$ cat src/rtl/i2s_pkg.sv
// Shared definitions for the I2S / left-justified stereo transmitter.
//   FMT_I2S / FMT_LJ : encodings of the runtime format select input
//   fifo_lvl_w()     : width of a FIFO occupancy count (0..depth inclusive)
package i2s_pkg;

  localparam logic FMT_I2S = 1'b0;  // data delayed one BCK after LRCK edge
  localparam logic FMT_LJ  = 1'b1;  // data MSB aligned with LRCK edge

  // Occupancy must represent the value "depth" itself, hence the +1.
  function automatic int fifo_lvl_w(input int depth);
    return $clog2(depth) + 1;
  endfunction

endpackage

$ cat src/rtl/i2s_tx_stereo_if.sv
// Sample input bus for i2s_tx_stereo.
//   in_valid : producer offers a stereo pair this cycle
//   in_ready : consumer can accept a pair this cycle
//   in_left / in_right : two's complement samples, DATA_W bits each
// Handshake: a pair is transferred on every clk edge where in_valid and
// in_ready are both 1. in_ready never depends on in_valid; the producer
// holds in_left/in_right stable while in_valid is high and not accepted.
interface i2s_tx_stereo_if #(
  parameter int DATA_W = 16
);
  logic              in_valid;
  logic              in_ready;
  logic [DATA_W-1:0] in_left;
  logic [DATA_W-1:0] in_right;

  modport master (output in_valid, output in_left, output in_right, input in_ready);
  modport slave  (input in_valid, input in_left, input in_right, output in_ready);
endinterface

$ cat src/rtl/i2s_tx_stereo_sync_fifo.sv
// Single-clock FIFO with registered occupancy.
//   clk, reset : clock, synchronous active-high reset (empties the FIFO)
//   push/wdata : write request; ignored when full
//   pop/rdata  : read request; rdata shows the head entry; ignored when empty
//   full/empty/level : status, all derived from registered state only
module sync_fifo #(
  parameter int WIDTH = 32,
  parameter int DEPTH = 4
) (
  input  logic                       clk,
  input  logic                       reset,
  input  logic                       push,
  input  logic [WIDTH-1:0]           wdata,
  input  logic                       pop,
  output logic [WIDTH-1:0]           rdata,
  output logic                       full,
  output logic                       empty,
  output logic [$clog2(DEPTH):0]     level
);
  localparam int AW = $clog2(DEPTH);
  localparam int LW = AW + 1;

  logic [WIDTH-1:0] mem_q [DEPTH];
  logic [AW-1:0]    wr_ptr_q, wr_ptr_d;
  logic [AW-1:0]    rd_ptr_q, rd_ptr_d;
  logic [LW-1:0]    level_q, level_d;
  logic             do_push, do_pop;

  assign full    = (level_q == LW'(DEPTH));
  assign empty   = (level_q == '0);
  assign level   = level_q;
  assign rdata   = mem_q[rd_ptr_q];
  assign do_push = push && !full;
  assign do_pop  = pop && !empty;

  // Pointers wrap naturally because DEPTH is a power of two.
  always_comb begin
    wr_ptr_d = wr_ptr_q;
    rd_ptr_d = rd_ptr_q;
    level_d  = level_q;
    if (do_push) wr_ptr_d = wr_ptr_q + 1'b1;
    if (do_pop)  rd_ptr_d = rd_ptr_q + 1'b1;
    case ({do_push, do_pop})
      2'b10:   level_d = level_q + 1'b1;
      2'b01:   level_d = level_q - 1'b1;
      default: level_d = level_q;
    endcase
  end

  always_ff @(posedge clk) begin
    if (reset) begin
      wr_ptr_q <= '0;
      rd_ptr_q <= '0;
      level_q  <= '0;
    end else begin
      wr_ptr_q <= wr_ptr_d;
      rd_ptr_q <= rd_ptr_d;
      level_q  <= level_d;
    end
  end

  // Storage is not reset; resetting the pointers discards its contents.
  always_ff @(posedge clk) begin
    if (do_push) mem_q[wr_ptr_q] <= wdata;
  end

endmodule

$ cat src/rtl/i2s_tx_stereo.sv
// Stereo I2S / left-justified serial transmitter, single clock domain.
//   clk, reset      : codec master clock, synchronous active-high reset
//   en              : 1 runs the serial interface, 0 idles it (FIFO kept)
//   fmt             : FMT_I2S or FMT_LJ, latched at each frame load
//   clr_underflow   : clears the sticky underflow flag
//   in_if           : valid/ready stereo sample input (slave side)
//   AUD_BCK/AUD_LRCK/AUD_DATA : serial outputs; LRCK 0 = left slot
//   frame_start     : one-cycle pulse on the cycle a frame is loaded
//   underflow       : sticky, a frame was loaded with the FIFO empty
//   fifo_level      : stereo pairs currently buffered
// BCK and LRCK are ordinary registered outputs toggled by clock-enable
// counters; no logic runs on them as clocks.
module i2s_tx_stereo
  import i2s_pkg::*;
#(
  parameter int DATA_W     = 16,
  parameter int SLOT_W     = 16,
  parameter int BCK_HALF   = 6,
  parameter int FIFO_DEPTH = 4
) (
  input  logic                                clk,
  input  logic                                reset,
  input  logic                                en,
  input  logic                                fmt,
  input  logic                                clr_underflow,
  i2s_tx_stereo_if.slave                      in_if,
  output logic                                AUD_BCK,
  output logic                                AUD_LRCK,
  output logic                                AUD_DATA,
  output logic                                frame_start,
  output logic                                underflow,
  output logic [fifo_lvl_w(FIFO_DEPTH)-1:0]   fifo_level
);
  localparam int FRAME_W = 2 * SLOT_W;
  localparam int POS_W   = $clog2(FRAME_W);
  localparam int DIV_W   = (BCK_HALF > 1) ? $clog2(BCK_HALF) : 1;
  localparam logic [POS_W-1:0] POS_LAST = POS_W'(FRAME_W - 1);
  localparam logic [DIV_W-1:0] DIV_LAST = DIV_W'(BCK_HALF - 1);

  logic [2*DATA_W-1:0] fifo_rdata;
  logic                fifo_full, fifo_empty, pop;

  logic [DIV_W-1:0]   div_q, div_d;
  logic [POS_W-1:0]   pos_q, pos_d;
  logic               bck_q, bck_d;
  logic               lrck_q, lrck_d;
  logic               data_q, data_d;
  logic               fs_q, fs_d;
  logic               fmt_q, fmt_d;
  logic               uf_q, uf_d;
  logic [FRAME_W-1:0] frame_q, frame_d;
  logic               fall;

  sync_fifo #(.WIDTH(2*DATA_W), .DEPTH(FIFO_DEPTH)) u_fifo (
    .clk   (clk),
    .reset (reset),
    .push  (in_if.in_valid),
    .wdata ({in_if.in_left, in_if.in_right}),
    .pop   (pop),
    .rdata (fifo_rdata),
    .full  (fifo_full),
    .empty (fifo_empty),
    .level (fifo_level)
  );

  assign in_if.in_ready = !fifo_full;

  // Frame bit k is transmitted at slot position k: index 0 holds the left
  // MSB, index SLOT_W the right MSB; unused slot bits are zero padding.
  function automatic logic [FRAME_W-1:0] build_frame(input logic [2*DATA_W-1:0] pair);
    logic [FRAME_W-1:0] f;
    f = '0;
    for (int k = 0; k < DATA_W; k++) begin
      f[k]          = pair[2*DATA_W-1-k];
      f[SLOT_W + k] = pair[DATA_W-1-k];
    end
    return f;
  endfunction

  always_comb begin
    div_d   = div_q;
    bck_d   = bck_q;
    pos_d   = pos_q;
    lrck_d  = lrck_q;
    data_d  = data_q;
    fs_d    = 1'b0;
    fmt_d   = fmt_q;
    frame_d = frame_q;
    uf_d    = uf_q && !clr_underflow;
    pop     = 1'b0;
    fall    = 1'b0;
    if (!en) begin
      div_d  = '0;
      bck_d  = 1'b0;
      pos_d  = POS_LAST;
      lrck_d = 1'b0;
      data_d = 1'b0;
    end else begin
      if (div_q == DIV_LAST) begin
        div_d = '0;
        bck_d = !bck_q;
        fall  = bck_q;
      end else begin
        div_d = div_q + 1'b1;
      end
      if (fall) begin
        if (pos_q == POS_LAST) begin
          // Frame load: the head entry is sampled from registered FIFO
          // state, so a push in this same cycle cannot fill an empty FIFO.
          pos_d = '0;
          fs_d  = 1'b1;
          fmt_d = fmt;
          if (fifo_empty) begin
            frame_d = '0;
            uf_d    = 1'b1;
          end else begin
            frame_d = build_frame(fifo_rdata);
            pop     = 1'b1;
          end
          // I2S slot 0 still carries the final bit of the outgoing frame.
          data_d = (fmt == FMT_LJ) ? frame_d[0] : frame_q[FRAME_W-1];
        end else begin
          pos_d  = pos_q + 1'b1;
          data_d = (fmt_q == FMT_LJ) ? frame_q[pos_d] : frame_q[pos_q];
        end
        lrck_d = (pos_d >= POS_W'(SLOT_W));
      end
    end
  end

  always_ff @(posedge clk) begin
    if (reset) begin
      div_q   <= '0;
      bck_q   <= 1'b0;
      pos_q   <= POS_LAST;
      lrck_q  <= 1'b0;
      data_q  <= 1'b0;
      fs_q    <= 1'b0;
      fmt_q   <= FMT_I2S;
      uf_q    <= 1'b0;
      frame_q <= '0;
    end else begin
      div_q   <= div_d;
      bck_q   <= bck_d;
      pos_q   <= pos_d;
      lrck_q  <= lrck_d;
      data_q  <= data_d;
      fs_q    <= fs_d;
      fmt_q   <= fmt_d;
      uf_q    <= uf_d;
      frame_q <= frame_d;
    end
  end

  assign AUD_BCK     = bck_q;
  assign AUD_LRCK    = lrck_q;
  assign AUD_DATA    = data_q;
  assign frame_start = fs_q;
  assign underflow   = uf_q;

endmodule

$ cat src/flat_wrapper.sv
// flat-port wrapper written by rule: the top's interface ports become plain ports
module i2s_tx_stereo_flat import i2s_pkg::*;
#(
  parameter int DATA_W     = 16,
  parameter int SLOT_W     = 16,
  parameter int BCK_HALF   = 6,
  parameter int FIFO_DEPTH = 4
)
  (clk, reset, en, fmt, clr_underflow, AUD_BCK, AUD_LRCK, AUD_DATA, frame_start, underflow, fifo_level, in_if_in_valid, in_if_in_left, in_if_in_right, in_if_in_ready);
  i2s_tx_stereo_if #(.DATA_W(DATA_W)) in_if_i ();
  input  logic clk;
  input  logic reset;
  input  logic en;
  input  logic fmt;
  input  logic clr_underflow;
  output logic AUD_BCK;
  output logic AUD_LRCK;
  output logic AUD_DATA;
  output logic frame_start;
  output logic underflow;
  output logic [fifo_lvl_w(FIFO_DEPTH)-1:0] fifo_level;
  input wire logic [$bits(in_if_i.in_valid)-1:0] in_if_in_valid;
  input wire logic [$bits(in_if_i.in_left)-1:0] in_if_in_left;
  input wire logic [$bits(in_if_i.in_right)-1:0] in_if_in_right;
  output wire logic [$bits(in_if_i.in_ready)-1:0] in_if_in_ready;
  assign in_if_i.in_valid = in_if_in_valid;
  assign in_if_i.in_left = in_if_in_left;
  assign in_if_i.in_right = in_if_in_right;
  assign in_if_in_ready = in_if_i.in_ready;
  i2s_tx_stereo #(.DATA_W(DATA_W), .SLOT_W(SLOT_W), .BCK_HALF(BCK_HALF), .FIFO_DEPTH(FIFO_DEPTH)) u_core (.clk(clk), .reset(reset), .en(en), .fmt(fmt), .clr_underflow(clr_underflow), .in_if(in_if_i), .AUD_BCK(AUD_BCK), .AUD_LRCK(AUD_LRCK), .AUD_DATA(AUD_DATA), .frame_start(frame_start), .underflow(underflow), .fifo_level(fifo_level));
endmodule
$ cat config.mk
export PLATFORM = sky130hd
export DESIGN_NAME = i2s_tx_stereo_flat
export DESIGN_NICKNAME = d
export VERILOG_FILES = /design/src/rtl/i2s_pkg.sv /design/src/rtl/i2s_tx_stereo_if.sv /design/src/rtl/i2s_tx_stereo_sync_fifo.sv /design/src/rtl/i2s_tx_stereo.sv /design/src/flat_wrapper.sv
export SDC_FILE = /design/constraint.sdc
export NUM_CORES = 1
export LEC_CHECK = 0
export ABC_AREA = 1
export ABC_CLOCK_PERIOD_IN_PS = 3700
export CORE_MARGIN = 2
export CORE_UTILIZATION = 59
export DETAILED_ROUTE_END_ITERATION = 12
export GPL_ROUTABILITY_DRIVEN = 0
export GPL_TIMING_DRIVEN = 0
export PLACE_DENSITY = 0.91
export SYNTH_ARGS = -nofsm -noshare
export SYNTH_HDL_FRONTEND = slang
export SYNTH_SLANG_ARGS = --single-unit
$ cat constraint.sdc
create_clock -name clk -period 3.7 [get_ports clk]
set_clock_uncertainty 0.05 [all_clocks]
set_input_delay 0.925 -clock clk [delete_from_list [all_inputs] [get_ports clk]]
set_output_delay 0.925 -clock clk [all_outputs]
set_load 0.05 [all_outputs]
==> flow_metrics.tcl <==
set metrics [dict create \
    run_status "complete, no violations" \
    clkTransAtPathRegs_ns 0.07 \
    core_area_um2 12500 \
    power.density_nw_per_um2 484 \
    cts_tree "done" \
    syn-num-nets 782 \
    arrival_ns 3.28 \
    postRouteAntennaNets 0 \
    ys_seq_area_share_pct 65.7 \
    start_util_pct 60.1 \
    max-cap-violations 0 \
    cts_sinks 183 \
    wl_per_cell_um 17.6 \
    gr-usage-all-layers_pct 27.4 \
    p_leak_nw 3.11 \
    cts_made_buffers 17 \
    critical_path_class "flop to flop" \
    min_period_ns 3.01 \
    syn_area_um2 7530 \
    grt_max_degree 32 \
    grt_pass1_wl_mm 27.9 \
    cp-end-kind "flop" \
    cts_hold_buffers 0 \
    ctsLongestPathBuffers 2 \
    clk_latency_ns 0.44 \
    viasPerCell 5.88 \
    die_x_um 117 \
    hold_viol_final 0 \
    yosys_warnings 0 \
    fill_cells 829 \
    layout.nets 850 \
    die_h_um 117 \
    clock-root-buffer "clkbuf_16" \
    rows 41 \
    syn_to_final_growth_pct 18.4 \
    placed_cells 955 \
    cp-start-kind "flop" \
    fin_crit_sh_pct 81.2 \
    post_cts_buffers 0 \
    ys_seq_elements 183 \
    firstDrtPassIters 6 \
    relSlewSlack_pct 38.9 \
    drive_gt1_share_pct 6.75 \
    peakVddDrop_v 0.000509 \
    diodes 0 \
    avgSynthCellArea_um2 10.3 \
    tightest_slew_ns 0.909 \
    htree_levels 4 \
    rsz0062_at_grt "no" \
    io_buffers 45 \
    wl_mm 17.3 \
    cts_resized 0 \
    gr-total-overflow 0 \
    required_ns 3.97 \
    ios 47 \
    crit_path_max_fanout 10 \
    drcViolationCount 0 \
    die-area_um2 13700 \
    via_count 5801 \
    drv_slew 0 \
    antenna_found_initial 0 \
    fin_cells 987 \
    hold_path_class "flop to flop" \
    clock.fmax_ghz 0.333 \
    grt_pass1_vias 5657 \
    fin_setup_tns_ns 0 \
    yosys.cell_types.count 25 \
    dp_hpwl_mm 11.0 \
    drt_iter0_markers 561 \
    synth_cells 734 \
    setup_violations 0 \
]
-- report_power, final --
group          leakage, nW  internal, mW  switching, mW
Sequential            1.62          2.26         0.0195
Combinational         1.19        0.0736          0.120
Clock                0.293          1.07          0.772
Total                 3.11          3.41          0.911
-- logic make-up after synthesis --
family	after synthesis	share of synthesized area [%]
buf+inv	83	4.57
compound gates	162	11.6
simple gates	292	15.9
xor+xnor	4	0.466
fa+ha+maj	10	1.76
flops	183	65.7
-- layout make-up --
class	count	area, um2	area share [%]
multi-input combinational	468	2270	25.4
clock buffer	18	429	4.82
clock inverter	14	173	1.94
timing repair buffer	49	538	6.04
sequential	183	4940	55.5
tap	172	215	2.42
buffer	39	179	2.01
inverter	44	165	1.85
-- cell usage after synthesis --
master,count,share of area (%)
xnor2_1,2,0.23
clkbuf_1,28,1.4
nand2_2,1,0.083
buf_2,8,0.53
nand3_1,52,3.5
inv_2,2,0.10
nor2_1,82,4.1
fa_1,1,0.27
nor3_2,1,0.13
nand2_1,153,7.6
o22ai_1,31,2.6
edfxtp_1,128,51
o21ai_0,76,5.1
a21boi_0,1,0.10
nor2_8,1,0.27
clkinv_1,2,0.10
xor2_1,2,0.23
nor3_1,1,0.066
ha_1,9,1.5
nor2_4,1,0.15
buf_6,3,0.45
o211ai_1,9,0.90
dfxtp_1,55,15
inv_1,40,2.0
a21oi_1,45,3.0
-- state kept, by name (all words and copies together), names as in the netlist, named ones only --
signal and cells:
u_core.u_fifo.mem_q 128, u_core.frame_q 32, u_core.pos_q 5, u_core.div_q 3, u_core.u_fifo.level 3, u_core.u_fifo.rd_ptr_q 2, u_core.u_fifo.wr_ptr_q 2, u_core.AUD_BCK 1
u_core.AUD_DATA 1, u_core.AUD_LRCK 1, u_core.fmt_q 1, u_core.frame_start 1, u_core.underflow 1
-- path summary, 6_finish.rpt --
| path | start | end | slack, ns | cells past startpoint |
|---|---|---|---|---|
| setup / recovery | u_core.pos_q[0] | u_core.u_fifo.level[2] | 0.69 | 16 |
| hold / removal | u_core.div_q[0] | u_core.div_q[0] | 0.42 | 1 |
| setup reg to reg | u_core.pos_q[0] | u_core.u_fifo.level[2] | 0.69 | 16 |
| hold reg to reg | u_core.div_q[0] | u_core.div_q[0] | 0.42 | 1 |
-- per-stage QoR --
| step | instance area, um2 | utilization, % | setup slack, ns | power [mW] | hold WS (ns) |
|---|---|---|---|---|---|
| floorplan | 7530 | - | 0.276 | 2.41 | 0.371 |
| global placement | 8190 | 65.4 | -0.752 | 2.49 | 0.384 |
| detailed placement | 8310 | 66.4 | 0.328 | 2.52 | 0.405 |
| CTS | 8910 | 71.2 | 0.729 | 4.32 | 0.419 |
| global route | 8910 | 71.2 | 0.491 | 4.42 | 0.437 |
| finish | 8910 | 71.2 | 0.694 | 4.32 | 0.423 |
-- layer usage --
layer  global-route usage (%)  up-vias  wire length, um
met4                     14.4        0              748
li1                         -     2679                -
met3                     6.95       68             1500
met5                        0        -                0
met2                     43.9      340             8450
met1                     34.6     2714             6650
-- worst max-delay path, stage by stage (launching register included) --
cell,delay [ns]
dfxtp_1,0.36
ha_1,0.25
nand2_1,0.09
nor2_1,0.11
ha_1,0.19
inv_1,0.08
nor3_2,0.17
inv_2,0.13
nor2_8,0.21
buf_6,0.19
ha_1,0.15
inv_1,0.07
fa_1,0.38
a21oi_1,0.15
o21ai_0,0.11
o21ai_0,0.15
a21oi_1,0.05
-- cell usage in the layout (no fill, tap or decap), drive strengths merged, types with 45 or more instances in the layout --
| cell type | count |
|---|---|
| a21oi | 45 |
| clkbuf | 46 |
| clkdlybuf4s50 | 45 |
| dfxtp | 55 |
| edfxtp | 128 |
| inv | 46 |
| nand2 | 154 |
| nand3 | 52 |
| nor2 | 84 |
| o21ai | 76 |
No activity file was read; power rests on OpenSTA's default activity.
